## config.mk

```make
export PLATFORM = sky130hd
export DESIGN_NAME = encoder_rpm_sched
export DESIGN_NICKNAME = d
export VERILOG_FILES = /design/src/rtl/encoder_pkg.sv /design/src/rtl/encoder_rpm_sched_tick_counter.sv /design/src/rtl/encoder_rpm_sched.sv
export SDC_FILE = /design/constraint.sdc
export NUM_CORES = 1
export LEC_CHECK = 0
export ABC_AREA = 1
export ABC_CLOCK_PERIOD_IN_PS = 17400
export BUFFER_PORTS_ARGS = -buffer_cell sky130_fd_sc_hd__buf_2
export CORE_ASPECT_RATIO = 1.4
export CORE_MARGIN = 2
export CORE_UTILIZATION = 55
export CTS_CLUSTER_DIAMETER = 150
export CTS_CLUSTER_SIZE = 25
export DETAILED_ROUTE_END_ITERATION = 8
export PLACE_DENSITY = 0.69
export REMOVE_ABC_BUFFERS = 1
export SLEW_MARGIN = 0
export SYNTH_ARGS = -nofsm -noshare
export SYNTH_HDL_FRONTEND = slang
export SYNTH_SLANG_ARGS = --single-unit
```

## constraint.sdc

```tcl
create_clock -name clk -period 17.4 [get_ports clk]
set_input_delay 0 -clock clk [delete_from_list [all_inputs] [get_ports clk]]
set_output_delay 0 -clock clk [all_outputs]
set_load 0.05 [all_outputs]
```

## src/rtl/encoder_pkg.sv

```systemverilog
// Shared constants, sequencer states and the RPM saturation helper.
package encoder_pkg;

    localparam int RPM_MULT_DEF  = 1125000;  // 60 * 18750
    localparam int RPM_SHIFT_DEF = 8;        // divide by 256 after multiply
    localparam int MULT_W        = 21;       // RPM_MULT fits in 21 bits

    typedef enum logic [1:0] {
        ST_IDLE,
        ST_MUL,
        ST_OUT
    } state_t;

    // Floor-shift the product and clamp it to the largest rpm_w-bit value.
    function automatic logic [63:0] sat_rpm(input logic [63:0] prod,
                                            input int          shift,
                                            input int          rpm_w);
        logic [63:0] q;
        logic [63:0] lim;
        q   = prod >> shift;
        lim = (64'd1 << rpm_w) - 64'd1;
        return (q > lim) ? lim : q;
    endfunction

endpackage

```

## src/rtl/encoder_rpm_sched_tick_counter.sv

```systemverilog
// One encoder channel: 2-flop synchroniser, rising-edge detect,
// saturating live counter with window clear and snapshot capture.
module tick_counter #(
    parameter int COUNT_W = 12
) (
    input  logic               clk,
    input  logic               rst_n,
    input  logic               tick_in,
    input  logic               clr,
    input  logic               snap_en,
    output logic [COUNT_W-1:0] snap_o
);

    localparam logic [COUNT_W-1:0] CNT_MAX = {COUNT_W{1'b1}};

    logic               sync1_q, sync1_d;
    logic               sync2_q, sync2_d;
    logic               prev_q,  prev_d;
    logic [COUNT_W-1:0] live_q,  live_d;
    logic [COUNT_W-1:0] snap_q,  snap_d;
    logic               rise;
    logic [COUNT_W-1:0] live_inc;

    // Edge detect and counter update; the edge seen on a terminal cycle
    // goes into the snapshot, never into the next window.
    always_comb begin
        sync1_d  = tick_in;
        sync2_d  = sync1_q;
        prev_d   = sync2_q;
        rise     = sync2_q & ~prev_q;
        live_inc = live_q;
        if (rise && (live_q != CNT_MAX)) begin
            live_inc = live_q + COUNT_W'(1);
        end
        live_d = clr ? '0 : live_inc;
        snap_d = snap_en ? live_inc : snap_q;
    end

    // State registers with synchronous reset.
    always_ff @(posedge clk) begin
        if (!rst_n) begin
            sync1_q <= 1'b0;
            sync2_q <= 1'b0;
            prev_q  <= 1'b0;
            live_q  <= '0;
            snap_q  <= '0;
        end else begin
            sync1_q <= sync1_d;
            sync2_q <= sync2_d;
            prev_q  <= prev_d;
            live_q  <= live_d;
            snap_q  <= snap_d;
        end
    end

    assign snap_o = snap_q;

endmodule

```

## src/rtl/encoder_rpm_sched.sv

```systemverilog
// Gate-window RPM measurement: per-channel tick counters, window timer,
// and a shared multiply/shift sequencer streaming results by channel.
module encoder_rpm_sched import encoder_pkg::*; #(
    parameter  int NUM_CH    = 4,
    parameter  int COUNT_W   = 12,
    parameter  int RPM_W     = 15,
    parameter  int WIN_W     = 29,
    parameter  int RPM_MULT  = RPM_MULT_DEF,
    parameter  int RPM_SHIFT = RPM_SHIFT_DEF,
    localparam int IDX_W     = (NUM_CH > 1) ? $clog2(NUM_CH) : 1
) (
    input  logic              clk,
    input  logic              rst_n,
    input  logic              enable,
    input  logic [WIN_W-1:0]  window_len,
    input  logic [NUM_CH-1:0] ticks,
    output logic [RPM_W-1:0]  rpm_data,
    output logic [IDX_W-1:0]  rpm_ch,
    output logic              rpm_valid,
    input  logic              rpm_ready,
    output logic              busy,
    output logic              overrun
);

    localparam int                PROD_W   = COUNT_W + MULT_W;
    localparam logic [PROD_W-1:0] MULT_V   = PROD_W'(RPM_MULT);
    localparam logic [WIN_W-1:0]  MIN_LEN  = WIN_W'(16);
    localparam logic [IDX_W-1:0]  LAST_IDX = IDX_W'(NUM_CH - 1);

    logic [WIN_W-1:0]                timer_q, timer_d;
    logic [WIN_W-1:0]                len_q, len_d;
    logic [WIN_W-1:0]                len_in;
    logic                            terminal;
    state_t                          state_q, state_d;
    logic [IDX_W-1:0]                idx_q, idx_d;
    logic [PROD_W-1:0]               prod_q, prod_d;
    logic                            overrun_q, overrun_d;
    logic [NUM_CH-1:0][COUNT_W-1:0]  snap_w;
    logic                            cnt_clr;
    logic                            cnt_snap;

    assign len_in   = (window_len < MIN_LEN) ? MIN_LEN : window_len;
    assign terminal = enable && (timer_q == (len_q - WIN_W'(1)));
    assign cnt_clr  = terminal | ~enable;
    assign cnt_snap = terminal && (state_q == ST_IDLE);

    for (genvar i = 0; i < NUM_CH; i++) begin : g_ch
        tick_counter #(.COUNT_W(COUNT_W)) u_cnt (
            .clk     (clk),
            .rst_n   (rst_n),
            .tick_in (ticks[i]),
            .clr     (cnt_clr),
            .snap_en (cnt_snap),
            .snap_o  (snap_w[i])
        );
    end

    // Window timer, length reload and sticky overrun flag.
    always_comb begin
        timer_d   = timer_q + WIN_W'(1);
        len_d     = len_q;
        overrun_d = overrun_q;
        if (!enable || terminal) begin
            timer_d = '0;
            len_d   = len_in;
        end
        if (!enable) begin
            overrun_d = 1'b0;
        end else if (terminal && (state_q != ST_IDLE)) begin
            overrun_d = 1'b1;
        end
    end

    // Sequencer: one multiply per channel, then hold the result until accepted.
    always_comb begin
        state_d = state_q;
        idx_d   = idx_q;
        prod_d  = prod_q;
        case (state_q)
            ST_IDLE: begin
                if (terminal) begin
                    state_d = ST_MUL;
                    idx_d   = '0;
                end
            end
            ST_MUL: begin
                prod_d  = PROD_W'(snap_w[idx_q]) * MULT_V;
                state_d = ST_OUT;
            end
            ST_OUT: begin
                if (rpm_ready) begin
                    if (idx_q == LAST_IDX) begin
                        state_d = ST_IDLE;
                    end else begin
                        idx_d   = idx_q + IDX_W'(1);
                        state_d = ST_MUL;
                    end
                end
            end
            default: state_d = ST_IDLE;
        endcase
    end

    // State registers; length is loaded from window_len while in reset.
    always_ff @(posedge clk) begin
        if (!rst_n) begin
            timer_q   <= '0;
            len_q     <= len_in;
            state_q   <= ST_IDLE;
            idx_q     <= '0;
            prod_q    <= '0;
            overrun_q <= 1'b0;
        end else begin
            timer_q   <= timer_d;
            len_q     <= len_d;
            state_q   <= state_d;
            idx_q     <= idx_d;
            prod_q    <= prod_d;
            overrun_q <= overrun_d;
        end
    end

    assign rpm_data  = RPM_W'(sat_rpm(64'(prod_q), RPM_SHIFT, RPM_W));
    assign rpm_ch    = idx_q;
    assign rpm_valid = (state_q == ST_OUT);
    assign busy      = (state_q != ST_IDLE);
    assign overrun   = overrun_q;

endmodule

```

# After elaboration in Yosys (flattened, before gate mapping)
# Cells that the tools add are included.
# totals
ff_bits	201
# classes
addsub	7
mul	1
reduce_logical	17
order_cmp	3
mux	18
bitwise	11
eq_ne	12
# ops
cell	count
2-to-1 mux 29 bit	3
2-to-1 mux 12 bit	5
adder 12 x 1 -> 12 bit (second input constant)	4
inequality test 12 bit (second input constant)	4
multiplier 12 x 18 -> 30 bit (second input constant)	1
adder 29 x 1 -> 29 bit (second input constant)	1
equality test 29 bit	1
less-than comparator 29 x 5 -> 1 bit (second input constant)	1
subtractor 29 x 1 -> 29 bit (second input constant)	1
greater-than comparator 25 x 15 -> 1 bit (second input constant)	1
binary-select mux 12 bit (select 2 bit)	1
2-to-1 mux 15 bit	1
2-to-1 mux 2 bit	5
logical AND 1 bit	7
inverter 1 bit	6
one-hot mux 2 bit (3 select lines)	1
bitwise AND 1 bit	4
equality test 2 bit (second input constant)	2
inequality test 2 x 1 -> 1 bit (second input constant)	2
inequality test 2 bit (second input constant)	2
one-hot mux 2 bit (2 select lines)	1
AND reduction 2 bit	2
AND reduction 4 bit	1
nonzero test 2 bit	2
9 further kinds	10

# Longest topological paths before layout
# Gate-level depths: netlist of run 1.
# depth
depth_word	6
mapped_depth	28
ltp_nobuf	25

# Modules after synthesis
# From an unflattened synthesis of run 1, not the netlist that was laid out.
# hier_totals
cells_unflattened	1845
area_unflattened_um2	13299.0
# modules_own_cells
mod	area_per_inst_um2	n_inst	seq_area_each_um2	cells_per_inst
encoder_rpm_sched	7888.8	1	2052.0	1089
tick_counter	1352.5	4	540.5	189

# Worst setup path after synthesis of run 1
# Ideal clock, no wire load.
# synth_path
path_type	register to register
startpoint	register idx_q[0], in the netlist rpm_ch[0]
endpoint	register prod_q[29]
path_slack_ns	11.488
setup_time_ns	0.056
synth_period_minus_slack_ns	5.912
t_required_ns	17.344
path_stages_with_launch	28
arrival_time_ns	5.857
path_cell_list	dfxtp_1 > clkbuf_1 > inv_1 > clkbuf_1 > clkbuf_1 > nor2_1 > o22ai_1 > ha_1 > inv_1 > fa_1 > inv_1 > fa_1 > fa_1 > inv_1 > fa_1 > inv_1 > ha_1 > nand2_1 > nor2_1 > inv_1 > o21ai_0 > a21oi_1 > o21bai_1 > a31oi_1 > or2_2 > nand3_1 > nand2_1 > inv_1
# synth_between
elab_chain_cells	3
# synth_rtl
element	line_no	source
from (decl)	encoder_rpm_sched.sv:35	logic [IDX_W-1:0] idx_q, idx_d;
from (signal assigned)	encoder_rpm_sched.sv:117	idx_q <= idx_d;
binary-select mux 12 bit (select 2 bit)	encoder_rpm_sched.sv:87	prod_d = PROD_W'(snap_w[idx_q]) * MULT_V;
2-to-1 mux 12 bit (not written as such)	encoder_rpm_sched.sv:87	
multiplier 12 x 18 -> 30 bit	encoder_rpm_sched.sv:87	
to (signal assigned)	encoder_rpm_sched.sv:118	prod_q <= prod_d;
to (decl)	encoder_rpm_sched.sv:36	logic [PROD_W-1:0] prod_q, prod_d;
# No other way between the ends. The select of a mux whose other input is x is not followed.
# A chain may end at the register's enable or synchronous reset.

# Final worst setup path of run 1
# Same ends and word-level chain as after synthesis.

==> flow_summary.toml, run 1 <==
[timing]
rsz0062_at_grt = "no"
tns_ns = 0
fin_ws_ns = 10.92
relSlewSlack_pct = 27.8
final-setup-viol-count = 0
min_period_over_period_pct = 37.2
fin_skew_ns = 0.0120
worst_slew_pin_slew_ns = 1.08
finalWorstPathRequiredPeriod_ns = 6.48
hold_viol_final = 0
fmax_ghz = 0.154
drv_slew = 0

[worst_setup_path]
crit_type = "flop to flop"
r2r_cells = 24
crit_arrival_ns = 6.87
rr_startpoint = "rpm_ch[0]$_SDFFE_PN0P_"
cp-start-kind = "flop"
cp_max_fo = 29
worstSetupEndpointType = "flop"
cp_data_required_time_ns = 17.79
ff2ff_setup_slack_ns = 10.92
rr_endpoint = "prod_q[29]$_SDFFE_PN0N_"

[clocking]
numClockSinks = 196
cts.reportedPaths.clkPinSlew_ns = 0.07
htree_levels = 4
clk_latency_ns = 0.44
root_buffer = "clkbuf_16"
clk_path_buf_depth = 2
cts_buffers = 17
cts_tree = "done"

[logic_synthesis]
synth.area.top_cells = "dfxtp_1, nand2_1, inv_1, ha_1, nor2_1"
synthAdderAreaFrac_pct = 13.2
synth_top_family_by_area = "simple AND/OR/NAND/NOR gates"
synth_compound_area_share_pct = 8.56
synth_cell_types = 42
async_flop_share_pct = 0
synthMuxAreaShare_pct = 0
synth_area_per_cell_um2 = 7.11
synth_edf_count = 29
postSynthCellCount = 1800
synth-xor-area-share_pct = 6.30
yosys.area.top_type = "dfxtp_1"
synth_simple_gate_area_share_pct = 27.2
seq_area_frac_synth_pct = 32.9
synth_warnings = 0
synth_top_area_share_pct = 26.1
dominantRegCellSynth = "dfxtp_1"
synth-seq-cells = 196
netlist_area_mm2 = 0.0128

[global_route]
grt_overflow = 0
first_global_vias = 11400
grt_max_degree = 63
antenna_found_initial = 0
track_usage_pct = 26.8
grt_pass1_wl_um = 52600

[pwr]
p_leak_nw = 6.48
ir_worst_vdd_mv = 0.0691
p_per_area_mw_per_mm2 = 64.6

[outcome]
outcome = "completed"

[final_layout]
insertedDiodeCount = 0
instances_no_fill = 2159
drive_gt1_share_pct = 6.85
area_growth_pct = 10.3
fin_nets = 1992
final_cell_mix = "nand2_1, inv_1, nor2_1"
final_common_cell = "nand2_1"

[route]
drt_iter0_drc = 622
wl_met3_um = 951
top_layer = "met4"
drcViolationCount = 0
wl_met2_um = 16400
wl_met1_um = 12700
ant_nets = 0
dr.pass1.iters = 5
routed_wl_um = 31500
routed-via-count = 11400
vias_per_cell = 5.26
wire_per_inst_um = 14.6

[floorplanning]
die_w_um = 133
rows = 66
dieHeight_um = 185
die_area_mm2 = 0.0245
io_pins = 57
initial_core_util_pct = 55.6
core_mm2 = 0.0230

[placement]
place_ws_ns = 11.01
gp_congestion = 0.915
dp_cells = 2093
numPortBuffers = 56
dp_hpwl_um = 24000

[worst_hold_path]
hp-class = "input port to flop"
hold_depth = 4
holdCritStartpoint = "rst_n"
hold_path_end = "g_ch[1].u_cnt.prev_d$_SDFF_PN0_"

[job]
max-cap-violations = 0
==> cell usage after synthesis, types with 2 or more instances <==
master,number
o21bai_1,4
nand4_1,66
buf_6,3
xor2_1,76
nor2_2,8
edfxtp_1,29
or2_2,6
inv_1,309
nand3_2,2
ha_1,81
fa_1,34
o21a_1,7
buf_2,13
nor3_2,4
o21ai_0,67
xnor2_1,16
o22ai_1,9
inv_2,6
nand2_2,2
nand3b_1,4
a31oi_1,3
nand3_1,83
nand2_1,324
dfxtp_1,167
o211ai_1,4
nor4_1,11
clkbuf_1,59
nor3b_1,3
o21ai_1,4
nor3_1,31
and2_1,2
a21oi_1,101
nor2_1,250
a32oi_1,2
nor2_4,3
==> area by class of cell <==
type,instances,area [um^2]
Tap cell,306,383
Multi-Input combinational cell,1212,7090
Fill cell,2112,8920
Clock inverter,15,146
Clock buffer,17,425
Inverter,315,1180
Timing Repair Buffer,98,681
Sequential cell,196,4210
==> routing by layer <==
layer / up-vias / track usage, %
met5: - / 0
met1: 5274 / 27.8
met3: 83 / 3.60
met2: 221 / 51.4
li1: 5787 / -
met4: 0 / 14.9
==> power breakdown <==
part           switching, W  internal (W)
Combinational     0.0000332     0.0000194
Sequential       0.00000618      0.000466
Clock              0.000198      0.000191
==> critical path, cell delays in order (launching register included) <==
cell      delay [ns]
dfxtp_1         0.88
inv_1           0.54
o21ai_0         0.30
o22ai_1         0.23
ha_1            0.38
inv_1           0.08
fa_1            0.49
inv_1           0.05
fa_1            0.48
fa_1            0.56
inv_1           0.06
fa_1            0.53
inv_1           0.04
ha_1            0.34
nand2_1         0.10
nor2_1          0.09
inv_1           0.06
o21ai_0         0.23
a21oi_1         0.12
o21bai_1        0.27
a31oi_1         0.13
or2_2           0.28
nand3_1         0.07
nand2_1         0.07
inv_1           0.05
==> worst max-delay path by stage <==
stage | from | to | cells after the start | slack, ns
after floorplan | rpm_ch[0]$_SDFFE_PN0P_ | prod_q[29]$_SDFFE_PN0N_ | 24 | 11.35
after global placement | rpm_ch[0]$_SDFFE_PN0P_ | prod_q[29]$_SDFFE_PN0N_ | 24 | 11.20
after detailed placement | rpm_ch[0]$_SDFFE_PN0P_ | prod_q[29]$_SDFFE_PN0N_ | 24 | 11.01
after CTS | rpm_ch[0]$_SDFFE_PN0P_ | prod_q[29]$_SDFFE_PN0N_ | 24 | 10.97
after global routing | rpm_ch[0]$_SDFFE_PN0P_ | prod_q[29]$_SDFFE_PN0N_ | 24 | 10.31
final | rpm_ch[0]$_SDFFE_PN0P_ | prod_q[29]$_SDFFE_PN0N_ | 24 | 10.92
==> sequential cells by signal (all words and copies together), names as in the netlist <==
register            flops
g_ch.u_cnt.sync1_q      4
g_ch.u_cnt.prev_d       4
prod_q                 25
rpm_ch                  2
len_q                  29
timer_q                29
g_ch.u_cnt.live_q      48
overrun                 1
g_ch.u_cnt.snap_o      48
g_ch.u_cnt.prev_q       4
state_q                 2
==> cells by family (layout without fill, tap and decap cells) <==
logic type      after synthesis  after routing
fa+ha+maj                   115            115
xor+xnor                     92             92
buf+inv                     392            445
flops                       196            196
simple gates                801            801
compound gates              204            204
==> metrics by stage <==
stage	hold slack [ns]	instance area, um^2	power, W	util (%)
global placement	0.183	13200	0.000529	57.3
detailed placement	0.186	13200	0.000529	57.3
global route	0.101	14100	0.000944	61.3
finish	0.0739	14100	0.000913	61.3
floorplan	0.0935	12500	0.000510	-
CTS	0.0786	14100	0.000921	61.3
==> what timing repair did <==
item                                   CTS  global route
hold buffers                            34             0
endpoints found under the hold margin   34             0
gates resized for setup                  0             0
buffers inserted                         0             0
Note: power is estimated with default switching activity, not from simulation.
==> run 2, diff against run 1 <==
--- a/config.mk
+++ b/config.mk
@@ -6,7 +6,7 @@
 export NUM_CORES = 1
 export LEC_CHECK = 0
 export ABC_AREA = 1
-export ABC_CLOCK_PERIOD_IN_PS = 17400
+export ABC_CLOCK_PERIOD_IN_PS = 5800
 export BUFFER_PORTS_ARGS = -buffer_cell sky130_fd_sc_hd__buf_2
 export CORE_ASPECT_RATIO = 1.4
 export CORE_MARGIN = 2
@@ -14,7 +14,7 @@
 export CTS_CLUSTER_DIAMETER = 150
 export CTS_CLUSTER_SIZE = 25
 export DETAILED_ROUTE_END_ITERATION = 8
-export PLACE_DENSITY = 0.69
+export PLACE_DENSITY = 0.72
 export REMOVE_ABC_BUFFERS = 1
 export SLEW_MARGIN = 0
 export SYNTH_ARGS = -nofsm -noshare
==> constraint.sdc (replaced) <==
create_clock -name clk -period 5.8 [get_ports clk]
set_input_delay 0 -clock clk [delete_from_list [all_inputs] [get_ports clk]]
set_output_delay 0 -clock clk [all_outputs]
set_load 0.05 [all_outputs]
==> flow_summary.toml, run 2 (synthesis gave the netlist of run 1 again) <==
[route]
vias_per_cell = 5.22
ant_nets = 0
dr.pass1.iters = 6
drcViolationCount = 0
routed-via-count = 11300
drt_iter0_drc = 704
routed_wl_um = 30800
wire_per_inst_um = 14.2

[floorplanning]
initial_core_util_pct = 55.6
io_pins = 57
dieHeight_um = 185
die_area_mm2 = 0.0245
rows = 66
core_mm2 = 0.0230
die_w_um = 133

[worst_setup_path]
critPathMostFrequentCell = "inv_1"
cpLargestDelayFamily = "adder cells"
cp-start-kind = "flop"
crit_type = "flop to flop"
cp_data_required_time_ns = 6.20
crit_buf_inv = 6
crit_chain = "inv_1, o21ai_0, o22ai_1, ha_1, inv_1, fa_1, inv_1, fa_1, fa_1, inv_1, fa_1, inv_1, ha_1, nand2_1, nor4_1, a21oi_1, o21bai_1, nand3_1, nand2_1, a21oi_1, o21ai_0, nand2_1, inv_1"
cp_max_fo = 13
cpPeakStageDelay_ns = 0.56
crit_arrival_ns = 5.70
worstSetupEndpointType = "flop"
cp_slowest_cell = "fa_1"

[pwr]
switching_share_pct = 25.3
p_seq_share_pct = 49.5
comb_power_share_pct = 5.5
internal-power_w = 0.00214
p_total_w = 0.00286
p_per_area_mw_per_mm2 = 199
p_sw_w = 0.000722
p_leak_nw = 6.60
p_clk_share_pct = 44.9
ir_worst_vdd_mv = 0.216

[final_layout]
regArea_mm2 = 0.00422
multi_input_area_mm2 = 0.00709
post-route-util_pct = 62.2
insertedDiodeCount = 0
final_cell_mix = "nand2_1, inv_1, nor2_1"
final_common_cell = "nand2_1"
instances_no_fill = 2176
area_growth_pct = 12.0
stdcell_area_mm2 = 0.0143
drive_gt1_share_pct = 7.75
num-fill-cells = 2086
fin_nets = 2009

[timing]
drv_slew = 0
finalWorstPathRequiredPeriod_ns = 5.30
fmax_ghz = 0.189
final-setup-viol-count = 0
tns_ns = 0
hold_viol_final = 0
fin_skew_ns = 0.0102
rsz0062_at_grt = "no"
min_period_over_period_pct = 91.4
worst_slew_pin_slew_ns = 1.08
relSlewSlack_pct = 28.1

[clocking]
root_buffer = "clkbuf_16"
clk_latency_ns = 0.45
cts_tree = "done"
cts_buffers = 17
numClockSinks = 196
clk_path_buf_depth = 2
htree_levels = 4
cts.reportedPaths.clkPinSlew_ns = 0.07

[outcome]
outcome = "completed"

[placement]
gp_congestion = 0.915
dp_hpwl_um = 23300
dp_cells = 2106
postPlaceCellArea_mm2 = 0.0133
numPortBuffers = 56

[global_route]
grt_overflow = 0
grt_pass1_wl_um = 51200
antenna_found_initial = 0
track_usage_pct = 25.9
grt_max_degree = 63
first_global_vias = 11100

[worst_hold_path]
hp-class = "input port to flop"

[job]
max-cap-violations = 0
[run 2: what timing repair did]
action                                 4_1_cts  5_1_grt
setup endpoints to repair                    0        6
hold buffers                                37        0
gates resized for setup                      0        2
endpoints found under the hold margin       42        0
buffers inserted                             0        1
[run 2: final timing paths]
path,start,end,slack [ns],cells past startpoint
hold reg to reg,g_ch[3].u_cnt.sync1_q$_SDFF_PN0_,g_ch[3].u_cnt.prev_d$_SDFF_PN0_,0.42,2
setup / recovery,rpm_ch[0]$_SDFFE_PN0P_,prod_q[28]$_SDFFE_PN0N_,0.50,23
setup reg to reg,rpm_ch[0]$_SDFFE_PN0P_,prod_q[28]$_SDFFE_PN0N_,0.50,23
hold / removal,enable,overrun$_SDFFE_PN0P_,0.13,4
[run 2: routing by layer]
| layer | part of all wire [%] | wire length [um] | up-vias | track usage [%] |
|---|---|---|---|---|
| met5 | 0 | 0 | - | 0 |
| met2 | 52 | 16000 | 249 | 49.3 |
| met4 | 5.6 | 1710 | 0 | 14.9 |
| li1 | - | - | 5804 | - |
| met1 | 40 | 12200 | 5205 | 27.3 |
| met3 | 2.9 | 892 | 91 | 3.38 |
[run 2: worst min-delay path: stages]
cell,delay (ns)
buf_2,0.10
buf_4,0.28
nand2_1,0.11
a21oi_1,0.04
[run 2: power groups by stage]
stage / registers [W] / logic [W] / clock network, W
after floorplan: 0.00144 / 0.0000866 / 0
after global placement: 0.00145 / 0.000136 / 0
after detailed placement: 0.00145 / 0.000139 / 0
after CTS: 0.00142 / 0.000158 / 0.00131
after global routing: 0.00142 / 0.000178 / 0.00136
final: 0.00142 / 0.000158 / 0.00128
[run 2: area by class of cell]
type / instances / share of cell area, %
clock buffer: 18 / 3.06
clock inverter: 14 / 1.47
inverter: 315 / 8.27
multi-input combinational: 1212 / 49.4
sequential: 196 / 29.4
tap: 306 / 2.67
timing repair buffer: 115 / 5.69
[run 2: metrics by stage]
step | setup WS, ns | hold slack, ns
final | 0.501 | 0.129
after global routing | 0.0256 | 0.150
after CTS | 0.345 | 0.109
after detailed placement | 0.379 | 0.187
after global placement | 0.503 | 0.182
after floorplan | -0.254 | 0.0935
==> run 3, diff against run 2 <==
--- a/config.mk
+++ b/config.mk
@@ -6,7 +6,7 @@
 export NUM_CORES = 1
 export LEC_CHECK = 0
 export ABC_AREA = 1
-export ABC_CLOCK_PERIOD_IN_PS = 5800
+export ABC_CLOCK_PERIOD_IN_PS = 6600
 export BUFFER_PORTS_ARGS = -buffer_cell sky130_fd_sc_hd__buf_2
 export CORE_ASPECT_RATIO = 1.4
 export CORE_MARGIN = 2
@@ -14,7 +14,7 @@
 export CTS_CLUSTER_DIAMETER = 150
 export CTS_CLUSTER_SIZE = 25
 export DETAILED_ROUTE_END_ITERATION = 8
-export PLACE_DENSITY = 0.72
+export PLACE_DENSITY = 0.69
 export REMOVE_ABC_BUFFERS = 1
 export SLEW_MARGIN = 0
 export SYNTH_ARGS = -nofsm -noshare
==> constraint.sdc (replaced) <==
create_clock -name clk -period 6.6 [get_ports clk]
set_input_delay 0 -clock clk [delete_from_list [all_inputs] [get_ports clk]]
set_output_delay 0 -clock clk [all_outputs]
set_load 0.05 [all_outputs]
==> flow_summary.toml, run 3 (synthesis gave the netlist of run 1 again) <==
[timing]
min_period_over_period_pct = 88.6
final-setup-viol-count = 0
fin_skew_ns = 0.0199
worst_slew_pin_slew_ns = 1.13
fin_ws_ns = 0.749
hold_viol_final = 0
rsz0062_at_grt = "no"
relSlewSlack_pct = 24.6
finalWorstPathRequiredPeriod_ns = 5.85
drv_slew = 0
fmax_ghz = 0.171
tns_ns = 0

[pwr]
internal-power_w = 0.00180
p_leak_nw = 6.52
p_sw_w = 0.000624
p_seq_share_pct = 51.4
p_total_w = 0.00242
p_clk_share_pct = 42.8
p_per_area_mw_per_mm2 = 171
ir_worst_vdd_mv = 0.165
switching_share_pct = 25.8
comb_power_share_pct = 5.7

[floorplanning]
die_area_mm2 = 0.0245
initial_core_util_pct = 55.6
rows = 66
core_mm2 = 0.0230
dieHeight_um = 185
die_w_um = 133
io_pins = 57

[worst_setup_path]
cp_data_required_time_ns = 6.98
cp-start-kind = "flop"
crit_type = "flop to flop"
worstSetupEndpointType = "flop"
cp_max_fo = 24
crit_arrival_ns = 6.24

[placement]
place_ws_ns = 0.797
numPortBuffers = 56
dp_cells = 2097
dp_hpwl_um = 23600
gp_congestion = 0.914

[global_route]
grt_pass1_wl_um = 51800
track_usage_pct = 26.3
grt_max_degree = 72
first_global_vias = 11000
grt_overflow = 0
antenna_found_initial = 0

[route]
ant_nets = 0
drcViolationCount = 0
top_layer = "met4"
wl_met3_um = 922
routed-via-count = 11300
drt_iter0_drc = 568
vias_per_cell = 5.23
wl_met2_um = 16400
wire_per_inst_um = 14.4
routed_wl_um = 31200
wl_met1_um = 12500
dr.pass1.iters = 5

[final_layout]
insertedDiodeCount = 0
num-fill-cells = 2167
final_cell_mix = "nand2_1, inv_1, nor2_1"
fin_nets = 1996
final_common_cell = "nand2_1"
drive_gt1_share_pct = 7.11
post-route-util_pct = 61.5
area_growth_pct = 10.8
instances_no_fill = 2163

[clocking]
htree_levels = 4
cts_setup_buffers = 0
cts.reportedPaths.clkPinSlew_ns = 0.07
postCtsHoldBufs = 34
cts_tree = "done"
root_buffer = "clkbuf_16"
numClockSinks = 196
postCtsResizedCells = 0
clk_path_buf_depth = 2
clk_latency_ns = 0.45
cts_buffers = 17

[job]
max-cap-violations = 0

[worst_hold_path]
hp-class = "input port to flop"

[outcome]
outcome = "completed"
-- run 3: routing by layer --
metal / up-vias / GRT usage [%]
met3: 72 / 3.44
met5: - / 0
met4: 0 / 12.5
li1: 5788 / -
met2: 223 / 50.4
met1: 5239 / 28.3
-- run 3: stage by stage --
stage	hold WS, ns	cell area, um^2
after floorplan	0.0935	12500
after global placement	0.183	13300
after detailed placement	0.186	13300
after CTS	0.0825	14200
after global routing	0.115	14200
final	0.100	14200
-- run 3: worst paths after layout --
check	from	to	slack (ns)	depth (start not counted)
worst max-delay path	rpm_ch[0]$_SDFFE_PN0P_	prod_q[29]$_SDFFE_PN0N_	0.75	24
worst min-delay path	rst_n	g_ch[1].u_cnt.prev_d$_SDFF_PN0_	0.10	4
worst max register to register	rpm_ch[0]$_SDFFE_PN0P_	prod_q[29]$_SDFFE_PN0N_	0.75	24
worst min register to register	g_ch[0].u_cnt.sync1_q$_SDFF_PN0_	g_ch[0].u_cnt.prev_d$_SDFF_PN0_	0.41	2
-- run 3: worst max-delay path: stages, from the launching register on --
cell and delay (ns):
dfxtp_1 0.31, inv_1 0.44, o21ai_0 0.18, o22ai_1 0.49
ha_1 0.35, inv_1 0.09, fa_1 0.50, inv_1 0.05
fa_1 0.46, fa_1 0.55, inv_1 0.06, fa_1 0.53
inv_1 0.04, ha_1 0.33, nand2_1 0.11, nor2_1 0.11
inv_1 0.06, o21ai_0 0.23, a21oi_1 0.11, o21bai_1 0.21
a31oi_1 0.13, or2_2 0.28, nand3_1 0.07, nand2_1 0.06
inv_1 0.05
-- run 3: cell type report --
type,count,area [um^2],share of cell area [%]
multi-input cells,1212,7090,50.0
clock buffers,19,443,3.12
well taps,306,383,2.70
flip-flops and latches,196,4210,29.7
clock inverters,13,143,1.01
repair buffers,102,723,5.10
inverters,315,1180,8.34
-- run 3: power by group through the flow --
| stage | clock network, W | registers (W) | logic, W |
|---|---|---|---|
| 5_1_grt | 0.00110 | 0.00125 | 0.000158 |
| 3_3_place_gp | 0 | 0.00127 | 0.000121 |
| 6_report | 0.00104 | 0.00125 | 0.000139 |
| 4_1_cts | 0.00106 | 0.00124 | 0.000139 |
| 2_1_floorplan | 0 | 0.00127 | 0.0000761 |
| 3_5_place_dp | 0 | 0.00127 | 0.000123 |
